`src/rtl/pc_unit_pkg.sv`:
```
// pc_unit_pkg: shared encodings for the NPC program-counter unit.
// PC_OP_* values, FSM state encodings and the default reset vector.
package pc_unit_pkg;

    localparam int PC_OP_W = 4;

    localparam logic [PC_OP_W-1:0] PC_OP_SEQ  = 4'd0;
    localparam logic [PC_OP_W-1:0] PC_OP_JAL  = 4'd1;
    localparam logic [PC_OP_W-1:0] PC_OP_JALR = 4'd2;
    localparam logic [PC_OP_W-1:0] PC_OP_BEQ  = 4'd3;
    localparam logic [PC_OP_W-1:0] PC_OP_BNE  = 4'd4;
    localparam logic [PC_OP_W-1:0] PC_OP_BLT  = 4'd5;
    localparam logic [PC_OP_W-1:0] PC_OP_BGE  = 4'd6;
    localparam logic [PC_OP_W-1:0] PC_OP_BLTU = 4'd7;
    localparam logic [PC_OP_W-1:0] PC_OP_BGEU = 4'd8;

    localparam logic [0:0] ST_FETCH = 1'b0;
    localparam logic [0:0] ST_EXEC  = 1'b1;

    localparam logic [31:0] DEFAULT_RESET_VECTOR = 32'h8000_0000;

endpackage

```
`src/rtl/pc_unit_branch_cmp.sv`:
```
// pc_branch_cmp: combinational branch condition evaluation.
// Non-branch opcodes report not-taken.
module pc_branch_cmp
    import pc_unit_pkg::*;
#(
    parameter int XLEN = 32
) (
    input  logic [PC_OP_W-1:0] i_pc_op,
    input  logic [XLEN-1:0]    i_src1,
    input  logic [XLEN-1:0]    i_src2,
    output logic               o_taken
);

    // Select the compare that matches the branch opcode
    always_comb begin
        o_taken = 1'b0;
        case (i_pc_op)
            PC_OP_BEQ:  o_taken = (i_src1 == i_src2);
            PC_OP_BNE:  o_taken = (i_src1 != i_src2);
            PC_OP_BLT:  o_taken = ($signed(i_src1) <  $signed(i_src2));
            PC_OP_BGE:  o_taken = ($signed(i_src1) >= $signed(i_src2));
            PC_OP_BLTU: o_taken = (i_src1 <  i_src2);
            PC_OP_BGEU: o_taken = (i_src1 >= i_src2);
            default:    o_taken = 1'b0;
        endcase
    end

endmodule

```
`src/rtl/pc_unit.sv`:
```
// pc_unit: architectural PC register with IFU/EXU handshakes and next-PC logic.
// Optional macro PC_MISALIGN_TRAP_EN: misaligned jump/branch targets raise
// exc_misalign and redirect to trap_vec; otherwise target low bits are cleared.
module pc_unit
    import pc_unit_pkg::*;
#(
    parameter int              XLEN         = 32,
    parameter logic [XLEN-1:0] RESET_VECTOR = DEFAULT_RESET_VECTOR,
    parameter int              IALIGN_BITS  = 2
) (
    input  logic               clk,
    input  logic               rst,
    output logic               if_valid,
    input  logic               if_ready,
    output logic [XLEN-1:0]    pc,
    input  logic               ex_valid,
    output logic               ex_ready,
    input  logic [PC_OP_W-1:0] pc_op,
    input  logic [XLEN-1:0]    src1,
    input  logic [XLEN-1:0]    src2,
    input  logic [XLEN-1:0]    imm,
    input  logic               trap_req,
    input  logic [XLEN-1:0]    trap_vec,
    input  logic               mret_req,
    input  logic [XLEN-1:0]    mepc,
    output logic               retire,
    output logic               exc_misalign,
    output logic [XLEN-1:0]    exc_tval
);

    localparam logic [XLEN-1:0] FOUR       = XLEN'(4);
    localparam logic [XLEN-1:0] ALIGN_MASK = ~((XLEN'(1) << IALIGN_BITS) - XLEN'(1));

    logic [0:0]      r_state;
    logic [XLEN-1:0] r_pc;
    logic            r_retire;

    logic            w_taken;
    logic [XLEN-1:0] w_seq;
    logic [XLEN-1:0] w_br_tgt;
    logic [XLEN-1:0] w_jalr_tgt;
    logic [XLEN-1:0] w_trap_tgt;
    logic [XLEN-1:0] w_target;
    logic [XLEN-1:0] w_next;

    pc_branch_cmp #(.XLEN(XLEN)) u_cmp (
        .i_pc_op (pc_op),
        .i_src1  (src1),
        .i_src2  (src2),
        .o_taken (w_taken)
    );

    // Direct-mode trap entry: mtvec low two bits are mode, not address
    assign w_trap_tgt = trap_vec & ~XLEN'(3);
    assign w_seq      = r_pc + FOUR;
    assign w_br_tgt   = r_pc + imm;
    assign w_jalr_tgt = (src1 + imm) & ~XLEN'(1);

    // Raw control-flow target before alignment handling
    always_comb begin
        w_target = w_seq;
        case (pc_op)
            PC_OP_JAL:  w_target = w_br_tgt;
            PC_OP_JALR: w_target = w_jalr_tgt;
            PC_OP_BEQ, PC_OP_BNE, PC_OP_BLT,
            PC_OP_BGE, PC_OP_BLTU, PC_OP_BGEU:
                        w_target = w_taken ? w_br_tgt : w_seq;
            default:    w_target = w_seq;
        endcase
    end

`ifdef PC_MISALIGN_TRAP_EN
    logic            w_misalign;
    logic            r_exc_misalign;
    logic [XLEN-1:0] r_exc_tval;

    // Only jump/branch targets are checked; trap and mret targets are trusted
    assign w_misalign = !trap_req && !mret_req && ((w_target & ~ALIGN_MASK) != '0);

    // Trap beats mret beats a misaligned redirect beats the normal target
    always_comb begin
        w_next = w_target;
        if (trap_req)        w_next = w_trap_tgt;
        else if (mret_req)   w_next = mepc;
        else if (w_misalign) w_next = w_trap_tgt;
    end

    // Exception pulse and faulting address, registered with the commit
    always_ff @(posedge clk) begin
        if (rst) begin
            r_exc_misalign <= 1'b0;
            r_exc_tval     <= '0;
        end else begin
            r_exc_misalign <= 1'b0;
            r_exc_tval     <= '0;
            if (r_state == ST_EXEC && ex_valid && w_misalign) begin
                r_exc_misalign <= 1'b1;
                r_exc_tval     <= w_target;
            end
        end
    end

    assign exc_misalign = r_exc_misalign;
    assign exc_tval     = r_exc_tval;
`else
    // Without the exception path, illegal low target bits are simply dropped
    always_comb begin
        w_next = w_target & ALIGN_MASK;
        if (trap_req)      w_next = w_trap_tgt;
        else if (mret_req) w_next = mepc;
    end

    assign exc_misalign = 1'b0;
    assign exc_tval     = '0;
`endif

    // FETCH/EXEC handshake FSM and PC commit
    always_ff @(posedge clk) begin
        if (rst) begin
            r_state  <= ST_FETCH;
            r_pc     <= RESET_VECTOR;
            r_retire <= 1'b0;
        end else begin
            r_retire <= 1'b0;
            case (r_state)
                ST_FETCH: if (if_ready) r_state <= ST_EXEC;
                ST_EXEC: if (ex_valid) begin
                    r_pc     <= w_next;
                    r_retire <= 1'b1;
                    r_state  <= ST_FETCH;
                end
                default: r_state <= ST_FETCH;
            endcase
        end
    end

    assign if_valid = (r_state == ST_FETCH);
    assign ex_ready = (r_state == ST_EXEC);
    assign pc       = r_pc;
    assign retire   = r_retire;

endmodule

```
`config.mk`:
```
export PLATFORM = sky130hd
export DESIGN_NAME = pc_unit
export DESIGN_NICKNAME = d
export VERILOG_FILES = /design/src/rtl/pc_unit_pkg.sv /design/src/rtl/pc_unit_branch_cmp.sv /design/src/rtl/pc_unit.sv
export SDC_FILE = /design/constraint.sdc
export NUM_CORES = 1
export LEC_CHECK = 0
export CAP_MARGIN = 15
export CORE_MARGIN = 10
export CORE_UTILIZATION = 50
export DETAILED_ROUTE_END_ITERATION = 12
export PLACE_DENSITY_LB_ADDON = 0.12
export SLEW_MARGIN = 20
export SYNTH_ARGS = -nofsm -noshare
export SYNTH_HDL_FRONTEND = slang
export SYNTH_SLANG_ARGS = --single-unit
export TNS_END_PERCENT = 10
```
`constraint.sdc`:
```
create_clock -name clk -period 6.75 [get_ports clk]
set_clock_uncertainty 0.1 [all_clocks]
set_input_delay 1.0125 -clock clk [delete_from_list [all_inputs] [get_ports clk]]
set_output_delay 1.0125 -clock clk [all_outputs]
set_load 0.02 [all_outputs]
```
==> After elaboration in Yosys (flattened, before gate mapping) <==
Cells that the tools add are included.
{ "word_totals": {"reg_bits": 34, "input_bits": 170, "elab_cells": 33} }
{ "op_classes": {"add_sub_neg": 3, "order_cmp": 4, "n_eq_ne": 10, "mux": 9, "bitwise_logic": 1, "n_reduce_logical": 3} }
{ "ops": {"columns": ["operator", "count"], "rows": [
  ["$mux 32", 3],
  ["$pmux 32 s3", 1],
  ["$add 32x32->32", 2],
  ["$ge 32x32->1", 2],
  ["$lt 32x32->1", 2],
  ["$add 32x3->32 const B", 1],
  ["$eq 32x32->1", 1],
  ["$ne 32x32->1", 1],
  ["$eq 4x3->1 const B", 4],
  ["$eq 4x2->1 const B", 2],
  ["$pmux 1 s6", 1],
  ["$reduce_or 6->1", 1],
  ["$eq 4x1->1 const B", 1],
  ["$eq 4x4->1 const B", 1],
  ["$mux 1", 3],
  ["$pmux 1 s2", 1],
  ["$reduce_and 2->1", 1],
  ["$reduce_or 2->1", 1],
  ["$not 1->1", 1]
]} }

==> Logic depth before layout (Yosys ltp) <==
Gate-level depths: netlist of the first run.
{ "depth": {"ltp_word": 6, "depth_mapped": 13, "ltp_nobuf": 12} }

==> By module <==
From an unflattened synthesis of the first run, not the netlist that was laid out.
{ "hier_totals": {"cells_unflattened": 961, "area_unflattened_um2": 7019.2} }
{ "modules_own_cells": {"columns": ["mod", "n_inst", "cells_each", "area_each_um2", "seq_area_each_um2"], "rows": [
  ["pc_unit", 1, 823, 5997.0, 680.7],
  ["pc_branch_cmp", 1, 138, 1022.2, 0.0]
]} }

==> Worst setup path before layout of the first run <==
No wires, ideal clock.
{ "synth_timing": {"kind": "input to register", "startpoint": "input src2[14]", "endpoint": "register r_pc[7], in the netlist pc[7]", "setup_ns": 0.127, "t_arrival_ns": 3.373, "required_time_ns": 6.523, "slack_ns": 3.150, "cell_stages": 12, "path_cell_list": "inv_1 -> ha_1 -> a21oi_1 -> nand2_1 -> a221o_1 -> o31a_1 -> a21oi_2 -> nand2_4 -> a211o_4 -> a221oi_2 -> nor3_1 -> or3_1"} }
{ "synth_between": {"elab_chain_cells": 6} }
{ "synth_lines": {"columns": ["element", "line_no", "source"], "rows": [
  ["from (decl)", "pc_unit.sv:20", "input logic [XLEN-1:0] src2,"],
  ["$ge 32x32->1 (tied with other cells)", "pc_unit_branch_cmp.sv:23", "PC_OP_BGEU: o_taken = (i_src1 >= i_src2);"],
  ["$pmux 1 s6 *", "pc_unit_branch_cmp.sv:17", "case (i_pc_op)"],
  ["$mux 32 *", "pc_unit.sv:67", "w_target = w_taken ? w_br_tgt : w_seq;"],
  ["$pmux 32 s3 *", "pc_unit.sv:62", "case (pc_op)"],
  ["$mux 32 *", "pc_unit.sv:110", "else if (mret_req) w_next = mepc;"],
  ["$mux 32 *", "pc_unit.sv:109", "if (trap_req) w_next = w_trap_tgt;"],
  ["to (signal assigned)", "pc_unit.sv:128", "r_pc <= w_next;"],
  ["to (decl)", "pc_unit.sv:35", "logic [XLEN-1:0] r_pc;"]
]} }
Every way passes the cells marked *; elsewhere a longest branch is shown, timed or not.
A chain may end at the register's enable or synchronous reset.

==> Worst setup path in the final report of the first run <==
{ "layout_timing": {"startpoint": "input src1[31]", "endpoint": "register r_pc[18], in the netlist pc[18]"} }
{ "layout_between": {"elab_chain_cells": 6} }
{ "layout_lines": {"columns": ["element", "line_no", "source"], "rows": [
  ["from (decl)", "pc_unit.sv:19", "input logic [XLEN-1:0] src1,"],
  ["$ge 32x32->1 (tied with other cells)", "pc_unit_branch_cmp.sv:23", null],
  ["$pmux 1 s6 *", "pc_unit_branch_cmp.sv:17", null],
  ["$mux 32 *", "pc_unit.sv:67", null],
  ["$pmux 32 s3 *", "pc_unit.sv:62", null],
  ["$mux 32 *", "pc_unit.sv:110", null],
  ["$mux 32 *", "pc_unit.sv:109", null]
]} }
Marks and branches as above.

==> tab_implementation.tex, run 1 <==
\begin{tabular}{lr}
\hline
Metric & Value \\
\hline
\multicolumn{2}{l}{\textbf{Setup path}} \\
Worst setup path category & in2reg \\
Max FO, Critical Path & 6 \\
Arrival time of data at the critical path endpoint & just under 5000 ps \\
Worst R2R Start & pc[4]\$\_SDFFE\_PP0P\_ \\
RR Endpoint & pc[21]\$\_SDFFE\_PP0P\_ \\
Depth of the worst register-to-register path & 11 \\
Data required time at the worst endpoint & between 6000 and 7000 ps \\
Startpoint class of the critical path & input pin \\
Worst reg2reg setup slack & approximately 3400 ps \\
Worst setup EP type & register \\
\multicolumn{2}{l}{\textbf{Routing}} \\
Average routed wire per standard cell & roughly 19 um \\
Residual DRC count & 0 \\
DR pass1 iterations & 5 \\
Vias & between 7000 and 8000 \\
Starting DRC count in detailed routing & 862 \\
Remaining antenna violation count after routing & 0 \\
Wirelength, routed & approximately 24000 um \\
Average via count per standard cell & 6.046 \\
\multicolumn{2}{l}{\textbf{Yosys}} \\
Async S/R FF share, synth & 0 \\
Proportion of synthesized chip area in sequential cells & 0.1051 \\
Number of synthesized register bits & 34 \\
Synthesized instance count & just under 900 \\
Synth area leader & sky130\_fd\_sc\_hd\_\_ha\_1 \\
EDFF count, synth & 0 \\
Number of distinct library cells after synthesis & $\sim$80 \\
Average cell area after synthesis & 7.368 um\^{}2 \\
Primary FF master, synth & sky130\_fd\_sc\_hd\_\_dfxtp\_1 \\
Count of warnings emitted by yosys & 0 \\
Top-area cell type share of the netlist area & 0.1797 \\
Main area contributors after synthesis & sky130\_fd\_sc\_hd\_\_ha\_1, sky130\_fd\_sc\_hd\_\_dfxtp\_1, sky130\_fd\_sc\_hd\_\_a21oi\_1, sky130\_fd\_sc\_hd\_\_xnor2\_1, sky130\_fd\_sc\_hd\_\_xor2\_1 \\
Mapped cell area & around 0.0065 mm\^{}2 \\
\multicolumn{2}{l}{\textbf{Die}} \\
Placeable Area & $\sim$0.013 mm\^{}2 \\
Width of the die & about 130 um \\
Starting density of the core & 0.5111 \\
Number of rows created at floorplan & 41 \\
IO Pins & 238 \\
Die boundary height & between 100 and 150 um \\
Total die area & between 0.015 and 0.02 mm\^{}2 \\
\multicolumn{2}{l}{\textbf{GRT}} \\
Total global routing track utilization & 0.2511 \\
Global route overflow & 0 \\
Antenna violations before repair & 1 \\
Global-route wire length before repair & $\sim$37000 um \\
Vias in the first global route & 7072 \\
Largest net degree at the start of global routing & 24 \\
\multicolumn{2}{l}{\textbf{STA}} \\
Setup repair after global routing missed its margin & no \\
Final-layout worst hold slack & 433.5 ps \\
Final worst path period share & 0.7103 \\
Minimum period implied by the final worst setup slack & approximately 4800 ps \\
Fmax & 208.6 MHz \\
Setup TNS & 0 ps \\
Final worst-path setup slack & a little under 2000 ps \\
Final setup violating endpoints & 0 \\
Worst slew margin relative to its limit & 0.3992 \\
Final Max Slew Viols & 0 \\
Slew at the pin closest to its max-slew limit & around 890 ps \\
Final Hold Violating Endpoints & 0 \\
\multicolumn{2}{l}{\textbf{Clock network}} \\
Number of CTS-inserted buffers & 5 \\
Latest clock arrival within the worst-skew pair & roughly 280 ps \\
Clock-pin slew of the registers on the worst-case setup and hold paths & about 60 ps \\
CTS hold repair buffers & 0 \\
Clock tree from TritonCTS & done \\
Bufs on Longest Clock Path & 2 \\
Clock H-tree levels & 2 \\
Post-CTS setup-driven buffer insertion count & 0 \\
Count of instances resized after the clock tree is built & 0 \\
Clk sink count & 34 \\
Clock tree root buffer cell & sky130\_fd\_sc\_hd\_\_clkbuf\_16 \\
\multicolumn{2}{l}{\textbf{Pwr}} \\
Max rail drop VDD & between 0.08 and 0.09 mV \\
Total chip power & 1.062 mW \\
Leakage component of the power & approximately 3.7 nW \\
Power per cell area & 122.4 mW/mm\^{}2 \\
\multicolumn{2}{l}{\textbf{Placement}} \\
Placement Setup Slack & roughly 1800 ps \\
Routability cong. & 0.9767 \\
Post-DP HPWL & approximately 20000 um \\
Buffers on Ports & 202 \\
\multicolumn{2}{l}{\textbf{Run}} \\
Max-cap check violation count & 0 \\
\multicolumn{2}{l}{\textbf{Hold path}} \\
Launch instance of the worst min-delay path & pc[24]\$\_SDFFE\_PP0P\_ \\
Worst Hold End & pc[24]\$\_SDFFE\_PP0P\_ \\
Count of cells along the worst hold path & 2 \\
Hold crit path type & reg2reg \\
\multicolumn{2}{l}{\textbf{Final layout}} \\
Layout Area Growth over Synthesis & 33.95\% \\
Filler cell count & 1168 \\
Fraction of layout instances using a drive strength above 1 & 0.04045 \\
Final cell utilization of the core & 0.6846 \\
\# nets final & 1325 \\
\multicolumn{2}{l}{\textbf{Status}} \\
Run status & finished, final reports clean \\
\hline
\end{tabular}
==> cells in the final DEF, fill, tap and decap left out, drive strengths merged, types with 4 or more instances in the layout <==
master,count
o22ai,9
a21oi,86
a22oi,6
nor3,23
or3,6
mux2i,5
a221oi,19
o211ai,8
xor2,33
conb,33
buf,6
inv,51
nand2b,11
a31oi,9
o311ai,4
clkdlybuf4s50,202
o21ai,53
o21a,4
a221o,6
clkbuf,7
o221ai,18
dfxtp,34
a21o,21
and2,4
nor2b,10
a211oi,10
nor4,5
o31ai,4
nor2,65
a211o,7
and3,21
nand2,56
or2,11
ha,93
xnor2,38
nand3,26
nand4,16
==> how the worst max path moves through the flow <==
| stage | start | to | cells past startpoint |
|---|---|---|---|
| 2_1_floorplan | src2[14] | pc[7]$_SDFFE_PP0P_ | 12 |
| 3_3_place_gp | src1[31] | pc[7]$_SDFFE_PP0P_ | 12 |
| 3_5_place_dp | src1[31] | pc[7]$_SDFFE_PP0P_ | 12 |
| 4_1_cts | src1[31] | pc[7]$_SDFFE_PP0P_ | 12 |
| 5_1_grt | src1[31] | pc[14]$_SDFFE_PP0P_ | 12 |
| 6_report | src1[31] | pc[18]$_SDFFE_PP0P_ | 12 |
==> final cells by class <==
cell class	instances	area, um^2	share of cell area
multi-input combinational	762	5355	0.6173
timing repair buffer	208	2067	0.2383
sequential	34	680.7	0.07847
tap	172	215.2	0.02481
inverter	51	191.4	0.02207
clock buffer	7	132.6	0.01529
clock inverter	1	30.03	0.003462
antenna	1	2.502	0.0002885
==> kinds of logic (layout without fill, tap and decap cells) <==
group / Yosys count / after routing / synth area share
AND/OR/NAND/NOR: 262 / 262 / 0.2031
buffers and inverters: 115 / 267 / 0.08733
adder cells (fa/ha/maj): 93 / 93 / 0.1797
flip-flops: 34 / 34 / 0.1051
XOR/XNOR: 71 / 71 / 0.09602
multiplexers: 5 / 5 / 0.007728
other: 1 / 34 / 0.0005790
AO/OA/AOI/OAI: 298 / 298 / 0.3205
==> cells in the mapped netlist, types with 3 or more instances <==
master / n
sky130_fd_sc_hd__o22ai_1: 9
sky130_fd_sc_hd__nand2_1: 55
sky130_fd_sc_hd__nand2b_1: 11
sky130_fd_sc_hd__o2111ai_1: 3
sky130_fd_sc_hd__and3_1: 21
sky130_fd_sc_hd__o21ai_0: 45
sky130_fd_sc_hd__a211o_1: 6
sky130_fd_sc_hd__a2bb2oi_1: 3
sky130_fd_sc_hd__a221oi_1: 17
sky130_fd_sc_hd__a211oi_1: 9
sky130_fd_sc_hd__or2_2: 11
sky130_fd_sc_hd__o211ai_1: 8
sky130_fd_sc_hd__buf_4: 35
sky130_fd_sc_hd__a21o_1: 21
sky130_fd_sc_hd__dfxtp_1: 34
sky130_fd_sc_hd__nor2b_1: 10
sky130_fd_sc_hd__mux2i_1: 5
sky130_fd_sc_hd__a221o_1: 6
sky130_fd_sc_hd__xor2_1: 33
sky130_fd_sc_hd__nand4_1: 15
sky130_fd_sc_hd__a22oi_1: 6
sky130_fd_sc_hd__o31ai_1: 4
sky130_fd_sc_hd__o21a_1: 4
sky130_fd_sc_hd__nor3_1: 22
sky130_fd_sc_hd__a31oi_1: 8
sky130_fd_sc_hd__o221ai_1: 18
sky130_fd_sc_hd__and2_1: 4
sky130_fd_sc_hd__ha_1: 93
sky130_fd_sc_hd__inv_1: 51
sky130_fd_sc_hd__clkbuf_1: 27
sky130_fd_sc_hd__xnor2_1: 38
sky130_fd_sc_hd__nand3_1: 26
sky130_fd_sc_hd__nor2_1: 65
sky130_fd_sc_hd__o21bai_1: 3
sky130_fd_sc_hd__or3_1: 6
sky130_fd_sc_hd__a21oi_1: 85
sky130_fd_sc_hd__o21ai_1: 6
sky130_fd_sc_hd__nor4_1: 4
sky130_fd_sc_hd__o2bb2ai_1: 3
==> layer usage <==
layer	GRT usage	vias to the layer above	routed length, um
met5	0	-	0
met4	0.06348	0	522
met1	0.3345	3435	10550
li1	-	3614	-
met2	0.4039	384	10790
met3	0.04966	40	2140
==> flip-flops by register name (all words and copies together), names as in the netlist <==
register and count:
ex_ready 1, pc 32, retire 1
==> power by group <==
group / total [mW] / internal, mW / switching (mW) / leakage (nW)
Clock: 0.268 / 0.175 / 0.0937 / 0.0781
Combinational: 0.562 / 0.263 / 0.299 / 3.33
Sequential: 0.231 / 0.211 / 0.0197 / 0.277
==> critical path, cell delays in order <==
cell and delay (ps):
sky130_fd_sc_hd__clkdlybuf4s50_1 520, sky130_fd_sc_hd__ha_1 580, sky130_fd_sc_hd__nand4_2 300, sky130_fd_sc_hd__nor4_2 520, sky130_fd_sc_hd__nand2_1 200, sky130_fd_sc_hd__a31oi_1 210, sky130_fd_sc_hd__o32a_1 200, sky130_fd_sc_hd__nand2_1 150
sky130_fd_sc_hd__a21o_1 250, sky130_fd_sc_hd__nor2_1 460, sky130_fd_sc_hd__o21ai_0 210, sky130_fd_sc_hd__a22o_1 250
==> stage by stage <==
step,cells,area (um^2)
after floorplan,911,6596
after global placement,1227,8509
after detailed placement,1227,8509
after CTS,1235,8672
after global routing,1236,8675
final,1236,8675
Note: power is estimated with default switching activity, not from simulation.
==> inputs of run 2 (changes only) <==
--- a/config.mk
+++ b/config.mk
@@ -7,7 +7,7 @@
 export LEC_CHECK = 0
 export CAP_MARGIN = 15
 export CORE_MARGIN = 10
-export CORE_UTILIZATION = 50
+export CORE_UTILIZATION = 47
 export DETAILED_ROUTE_END_ITERATION = 12
 export PLACE_DENSITY_LB_ADDON = 0.12
 export SLEW_MARGIN = 20
==> constraint.sdc (replaced) <==
create_clock -name clk -period 4.85 [get_ports clk]
set_clock_uncertainty 0.1 [all_clocks]
set_input_delay 0.7275 -clock clk [delete_from_list [all_inputs] [get_ports clk]]
set_output_delay 0.7275 -clock clk [all_outputs]
set_load 0.02 [all_outputs]
==> run 2 against run 1 <==
Hold slack got worse by 13 ps. Clock-buffer cell count unchanged. Combinational power is 42% higher. Total power is 37% higher. Critical path type unchanged. First-iteration DRC count down 23%.
==> tab_implementation.tex, run 2 (same netlist as run 1, synthesis figures left out) <==
\begin{tabular}{lr}
\hline
Metric & Value \\
\hline
\multicolumn{2}{l}{\textbf{Status}} \\
Run status & finished, final reports clean \\
\multicolumn{2}{l}{\textbf{Final layout}} \\
Cell area after layout & 0.008752 mm\^{}2 (+0.89\%) \\
Antenna cells & 0 (-1) \\
Filler cell count & 1259 (+7.8\%) \\
\# nets final & 1337 (+0.91\%) \\
Largest register FFs & 32 (unchanged) \\
Most common cell after layout, fill and taps aside & sky130\_fd\_sc\_hd\_\_clkdlybuf4s50\_1 \\
Fraction of layout instances using a drive strength above 1 & 0.05209 (+0.01164) \\
Most used cells in the layout excluding fill and tap cells & sky130\_fd\_sc\_hd\_\_clkdlybuf4s50\_1, sky130\_fd\_sc\_hd\_\_ha\_1, sky130\_fd\_sc\_hd\_\_a21oi\_1 \\
Layout Area Growth over Synthesis & 35.14\% \\
\multicolumn{2}{l}{\textbf{STA}} \\
Setup repair after global routing missed its margin & no \\
Final setup violating endpoints & 0 (unchanged) \\
Minimum period implied by the final worst setup slack & between 4000 and 5000 ps \\
Fmax & approximately 240 MHz \\
Final worst-path setup slack & 651.8 ps (-1303 ps) \\
Final Max Slew Viols & 0 (unchanged) \\
Final Hold Violating Endpoints & 0 (unchanged) \\
Setup TNS & 0 ps (unchanged) \\
Final-layout worst hold slack & 420.0 ps (-13.48 ps) \\
Worst slew margin relative to its limit & 0.4505 (+0.05133) \\
Slew at the pin closest to its max-slew limit & 822.3 ps (-72.10 ps) \\
Final worst path period share & 0.8656 \\
\multicolumn{2}{l}{\textbf{GRT}} \\
Global route overflow & 0 (unchanged) \\
Antenna violations before repair & 0 (-1) \\
Total global routing track utilization & 0.2499 (-0.001125) \\
Vias in the first global route & 7204 (+1.9\%) \\
Largest net degree at the start of global routing & 23 (-4.2\%) \\
Global-route wire length before repair & 38010 um (+2.4\%) \\
\multicolumn{2}{l}{\textbf{Routing}} \\
DR pass1 iterations & 5 (unchanged) \\
Wirelength, routed & 24600 um (+2.5\%) \\
Starting DRC count in detailed routing & 663 (-23\%) \\
Average via count per standard cell & 5.902 (-2.4\%) \\
Average routed wire per standard cell & 19.67 um (+1.2\%) \\
Remaining antenna violation count after routing & 0 (unchanged) \\
Residual DRC count & 0 (unchanged) \\
Vias & 7383 (-1.2\%) \\
\multicolumn{2}{l}{\textbf{Clock network}} \\
Clk sink count & 34 (unchanged) \\
Clock tree root buffer cell & sky130\_fd\_sc\_hd\_\_clkbuf\_16 \\
Clock tree from TritonCTS & done \\
Post-CTS setup-driven buffer insertion count & 0 (unchanged) \\
CTS hold repair buffers & 0 (unchanged) \\
Count of instances resized after the clock tree is built & 0 (unchanged) \\
Clock H-tree levels & 2 (unchanged) \\
Number of CTS-inserted buffers & 5 (unchanged) \\
Latest clock arrival within the worst-skew pair & 280 ps (about the same) \\
Bufs on Longest Clock Path & 2 (unchanged) \\
Clock-pin slew of the registers on the worst-case setup and hold paths & 60 ps (about the same) \\
\multicolumn{2}{l}{\textbf{Setup path}} \\
Worst setup EP type & register \\
Max FO, Critical Path & 9 (+3) \\
Data required time at the worst endpoint & 4910 ps (-1920 ps) \\
Worst setup path category & in2reg \\
Startpoint class of the critical path & input pin \\
Arrival time of data at the critical path endpoint & 4260 ps (-610 ps) \\
\multicolumn{2}{l}{\textbf{Die}} \\
Width of the die & 137.4 um (+2.7\%) \\
Number of rows created at floorplan & 42 (+2.4\%) \\
Starting density of the core & 0.4852 (-0.02592) \\
IO Pins & 238 (unchanged) \\
Total die area & 0.01887 mm\^{}2 (+5.4\%) \\
Placeable Area & 0.01335 mm\^{}2 (+5.3\%) \\
Die boundary height & 137.4 um (+2.7\%) \\
\multicolumn{2}{l}{\textbf{Pwr}} \\
Power per cell area & 165.6 mW/mm\^{}2 (+35\%) \\
Total chip power & 1.449 mW (+37\%) \\
Max rail drop VDD & 0.1368 mV (+60\%) \\
Leakage component of the power & 3.738 nW (+1.4\%) \\
\multicolumn{2}{l}{\textbf{Placement}} \\
Placement Setup Slack & 370.7 ps (-1461 ps) \\
Buffers on Ports & 202 (unchanged) \\
Post-detailed-placement cell area & 0.008605 mm\^{}2 (+1.1\%) \\
Post-DP HPWL & 20500 um (+2.5\%) \\
Routability cong. & 0.9348 (-4.3\%) \\
\multicolumn{2}{l}{\textbf{Hold path}} \\
Hold crit path type & reg2reg \\
\multicolumn{2}{l}{\textbf{Run}} \\
Max-cap check violation count & 0 (unchanged) \\
\hline
\end{tabular}
run 2: area by class of cell:
class	count	area, um^2	area share
inverter	51	191.4	0.02187
clock inverter	1	5.005	0.0005718
timing repair buffer	220	2157	0.2465
sequential	34	680.7	0.07777
clock buffer	7	142.6	0.01630
multi-input combinational	762	5355	0.6119
tap	176	220.2	0.02516
run 2: metrics by stage:
stage	util	std cells
CTS	0.6557	1251
global placement	0.6446	1243
floorplan	-	911
detailed placement	0.6446	1243
finish	0.6557	1251
global route	0.6557	1251
run 2: per-layer routing:
layer / global-route usage / share of wire / wire length [um] / vias to the layer above
met1: 0.3263 / 0.43 / 10690 / 3385
met5: 0 / 0 / 0 / -
met4: 0.05504 / 0.015 / 379 / 0
li1: - / - / - / 3637
met3: 0.04807 / 0.089 / 2190 / 21
met2: 0.4148 / 0.46 / 11340 / 340
run 2: power breakdown:
group	internal, mW	switching [mW]	total (mW)
registers	0.294	0.0275	0.322
clock network	0.204	0.128	0.332
logic	0.375	0.421	0.796
total	0.873	0.576	1.45
run 2: worst max-delay path: stages:
cell and delay [ps]:
sky130_fd_sc_hd__clkdlybuf4s50_1 500, sky130_fd_sc_hd__ha_1 490, sky130_fd_sc_hd__nand4_2 260, sky130_fd_sc_hd__nor3_2 70
sky130_fd_sc_hd__a221o_1 390, sky130_fd_sc_hd__or4_1 520, sky130_fd_sc_hd__o311a_2 160, sky130_fd_sc_hd__nand2_4 110
sky130_fd_sc_hd__o21a_1 360, sky130_fd_sc_hd__buf_4 220, sky130_fd_sc_hd__o21ai_1 90, sky130_fd_sc_hd__a211oi_1 270
sky130_fd_sc_hd__o21ai_1 80
run 2: worst paths after layout:
path,start,to,slack (ps),cells past startpoint
setup / recovery,src1[31],pc[24]$_SDFFE_PP0P_,650,13
hold / removal,pc[24]$_SDFFE_PP0P_,pc[24]$_SDFFE_PP0P_,420,2
setup reg to reg,pc[4]$_SDFFE_PP0P_,pc[21]$_SDFFE_PP0P_,1410,11
hold reg to reg,pc[24]$_SDFFE_PP0P_,pc[24]$_SDFFE_PP0P_,420,2
==> inputs of run 3 (changes only) <==
--- a/config.mk
+++ b/config.mk
@@ -7,7 +7,7 @@
 export LEC_CHECK = 0
 export CAP_MARGIN = 15
 export CORE_MARGIN = 10
-export CORE_UTILIZATION = 47
+export CORE_UTILIZATION = 42
 export DETAILED_ROUTE_END_ITERATION = 12
 export PLACE_DENSITY_LB_ADDON = 0.12
 export SLEW_MARGIN = 20
==> constraint.sdc (replaced) <==
create_clock -name clk -period 3.8 [get_ports clk]
set_clock_uncertainty 0.1 [all_clocks]
set_input_delay 0.57 -clock clk [delete_from_list [all_inputs] [get_ports clk]]
set_output_delay 0.57 -clock clk [all_outputs]
set_load 0.02 [all_outputs]
==> run 3 against run 2 <==
Flip-flop and latch count did not move. Wire length increased by 1.8%. Clock power up 42%. Sequential share of layout area fell by 0.54 points. First-iteration DRC count shrank 8.6%. Total power increased by 37%. Critical path depth unchanged. Clock-buffer cell count down 2. Global-route usage decreased by 2.2 points.
==> tab_implementation.tex, run 3 (same netlist as run 1, synthesis figures left out) <==
\begin{tabular}{lr}
\hline
Metric & Value \\
\hline
\multicolumn{2}{l}{\textbf{Final layout}} \\
Most common cell after layout, fill and taps aside & sky130\_fd\_sc\_hd\_\_clkdlybuf4s50\_1 \\
\# nets final & 1412 (+5.6\%) \\
Layout Area Growth over Synthesis & 45.25\% \\
Filler cell count & 1426 (+13\%) \\
Final non-filler cell total & 1338 (+7.0\%) \\
Antenna cells & 0 (unchanged) \\
Largest register FFs & 32 (unchanged) \\
Most used cells in the layout excluding fill and tap cells & sky130\_fd\_sc\_hd\_\_clkdlybuf4s50\_1, sky130\_fd\_sc\_hd\_\_buf\_4, sky130\_fd\_sc\_hd\_\_ha\_1 \\
Final cell utilization of the core & 0.6211 (-0.03463) \\
Fraction of layout instances using a drive strength above 1 & 0.1209 (+0.06878) \\
\multicolumn{2}{l}{\textbf{GRT}} \\
Global-route wire length before repair & 38210 um (+0.53\%) \\
Antenna violations before repair & 1 (+1) \\
Total global routing track utilization & 0.2280 (-0.02197) \\
Global route overflow & 0 (unchanged) \\
Vias in the first global route & 7183 (-0.29\%) \\
Largest net degree at the start of global routing & 23 (unchanged) \\
\multicolumn{2}{l}{\textbf{Die}} \\
Total die area & 0.02079 mm\^{}2 (+10\%) \\
IO Pins & 238 (unchanged) \\
Starting density of the core & 0.4276 (-0.05760) \\
Die boundary height & 144.2 um (+4.9\%) \\
Number of rows created at floorplan & 45 (+7.1\%) \\
Width of the die & 144.2 um (+4.9\%) \\
Placeable Area & 0.01515 mm\^{}2 (+13\%) \\
\multicolumn{2}{l}{\textbf{STA}} \\
Setup repair after global routing missed its margin & yes \\
Final setup violating endpoints & 0 (unchanged) \\
Final worst path period share & 0.9562 \\
Fmax & between 200 and 300 MHz \\
Setup TNS & 0 ps (unchanged) \\
Final Hold Violating Endpoints & 0 (unchanged) \\
Final worst-path setup slack & 166.4 ps (-485.5 ps) \\
Slew at the pin closest to its max-slew limit & 763.7 ps (-58.63 ps) \\
Minimum period implied by the final worst setup slack & 3634 ps \\
Worst slew margin relative to its limit & 0.4893 (+0.03882) \\
Final Max Slew Viols & 0 (unchanged) \\
\multicolumn{2}{l}{\textbf{Clock network}} \\
Clk sink count & 34 (unchanged) \\
Clock tree from TritonCTS & done \\
Post-CTS setup-driven buffer insertion count & 0 (unchanged) \\
Bufs on Longest Clock Path & 2 (unchanged) \\
Clock H-tree levels & 2 (unchanged) \\
Number of CTS-inserted buffers & 5 (unchanged) \\
Clock-pin slew of the registers on the worst-case setup and hold paths & 60 ps (about the same) \\
Latest clock arrival within the worst-skew pair & 280 ps (about the same) \\
Clock tree root buffer cell & sky130\_fd\_sc\_hd\_\_clkbuf\_16 \\
\multicolumn{2}{l}{\textbf{Placement}} \\
Placement Setup Slack & -221.8 ps (-592.5 ps) \\
Routability cong. & 0.9174 (-1.9\%) \\
Count of placed standard cells including taps & 1330 (+7.0\%) \\
Buffers on Ports & 202 (unchanged) \\
Post-DP HPWL & 21150 um (+3.2\%) \\
\multicolumn{2}{l}{\textbf{Routing}} \\
Remaining antenna violation count after routing & 0 (unchanged) \\
Wirelength, routed & 25060 um (+1.8\%) \\
Vias & 7553 (+2.3\%) \\
DR pass1 iterations & 5 (unchanged) \\
Average via count per standard cell & 5.645 (-4.3\%) \\
Starting DRC count in detailed routing & 606 (-8.6\%) \\
Residual DRC count & 0 (unchanged) \\
Average routed wire per standard cell & 18.73 um (-4.8\%) \\
\multicolumn{2}{l}{\textbf{Setup path}} \\
Arrival time of data at the critical path endpoint & 3730 ps (-530 ps) \\
Data required time at the worst endpoint & 3890 ps (-1020 ps) \\
Worst setup path category & in2reg \\
Startpoint class of the critical path & input pin \\
Max FO, Critical Path & 5 (-4) \\
Worst reg2reg setup slack & 650 ps (-760 ps) \\
Worst setup EP type & register \\
\multicolumn{2}{l}{\textbf{Pwr}} \\
Leakage component of the power & 4.129 nW (+10\%) \\
Max rail drop VDD & 0.1837 mV (+34\%) \\
Power per cell area & 211.0 mW/mm\^{}2 (+27\%) \\
\multicolumn{2}{l}{\textbf{Status}} \\
Run status & finished, final reports clean \\
\multicolumn{2}{l}{\textbf{Hold path}} \\
Hold crit path type & reg2reg \\
\multicolumn{2}{l}{\textbf{Run}} \\
Max-cap check violation count & 0 (unchanged) \\
\hline
\end{tabular}
## run 3: cell types whose count changed in the layout (fill, tap and decap cells not counted), moves of 2 or more
cell and delta:
sky130_fd_sc_hd__buf_4 +75, sky130_fd_sc_hd__ha_1 -2, sky130_fd_sc_hd__ha_4 +2, sky130_fd_sc_hd__o21ai_0 -2
## run 3: timing repair
item,in CTS,in global routing
endpoints found under the setup margin,0,15
hold buffers,0,0
endpoints found under the hold margin,0,0
resized for setup,0,12
## run 3: power by group
| part | internal [mW] | switching [mW] | leakage (nW) |
|---|---|---|---|
| Clock | 0.307 | 0.165 | 0.0836 |
| Combinational | 0.549 | 0.558 | 3.77 |
| Sequential | 0.375 | 0.0302 | 0.277 |
## run 3: cell type report
| class | count | area [um^2] | area share |
|---|---|---|---|
| clock inverter | 3 | 40.04 | 0.004256 |
| tap | 188 | 235.2 | 0.02501 |
| sequential | 34 | 680.7 | 0.07236 |
| clock buffer | 5 | 125.1 | 0.01330 |
| inverter | 51 | 191.4 | 0.02035 |
| timing repair buffer | 295 | 2723 | 0.2894 |
| multi-input combinational | 762 | 5411 | 0.5753 |
## run 3: final timing paths
kind / start / to / cells after the start
worst max-delay path: src1[15] / pc[14]$_SDFFE_PP0P_ / 13
worst min-delay path: pc[24]$_SDFFE_PP0P_ / pc[24]$_SDFFE_PP0P_ / 2
worst max register to register: pc[3]$_SDFFE_PP0P_ / pc[21]$_SDFFE_PP0P_ / 12
worst min register to register: pc[24]$_SDFFE_PP0P_ / pc[24]$_SDFFE_PP0P_ / 2
## run 3: stage by stage
step	area [um^2]	power, mW	hold WS (ps)
floorplan	6596	1.036	470.7
global route	9407	2.106	454.3
global placement	9183	1.485	418.2
CTS	9348	1.966	425.5
finish	9407	1.985	422.8
detailed placement	9183	1.495	418.9
## run 3: layer usage
layer | part of all wire | track usage
met5 | 0 | 0
met4 | 0.014 | 0.04309
met3 | 0.099 | 0.04559
met2 | 0.44 | 0.3561
met1 | 0.45 | 0.3178
## run 3: worst max-delay path, cell delays in order
cell                              delay [ps]
sky130_fd_sc_hd__clkdlybuf4s50_1         470
sky130_fd_sc_hd__ha_1                    330
sky130_fd_sc_hd__nand4_1                 200
sky130_fd_sc_hd__nor2_1                   80
sky130_fd_sc_hd__a221o_1                 310
sky130_fd_sc_hd__o31a_1                  340
sky130_fd_sc_hd__o311a_4                 380
sky130_fd_sc_hd__nand2_4                  90
sky130_fd_sc_hd__a211o_4                 180
sky130_fd_sc_hd__a222oi_1                 90
sky130_fd_sc_hd__buf_4                   160
sky130_fd_sc_hd__a211o_1                 280
sky130_fd_sc_hd__a211oi_2                240
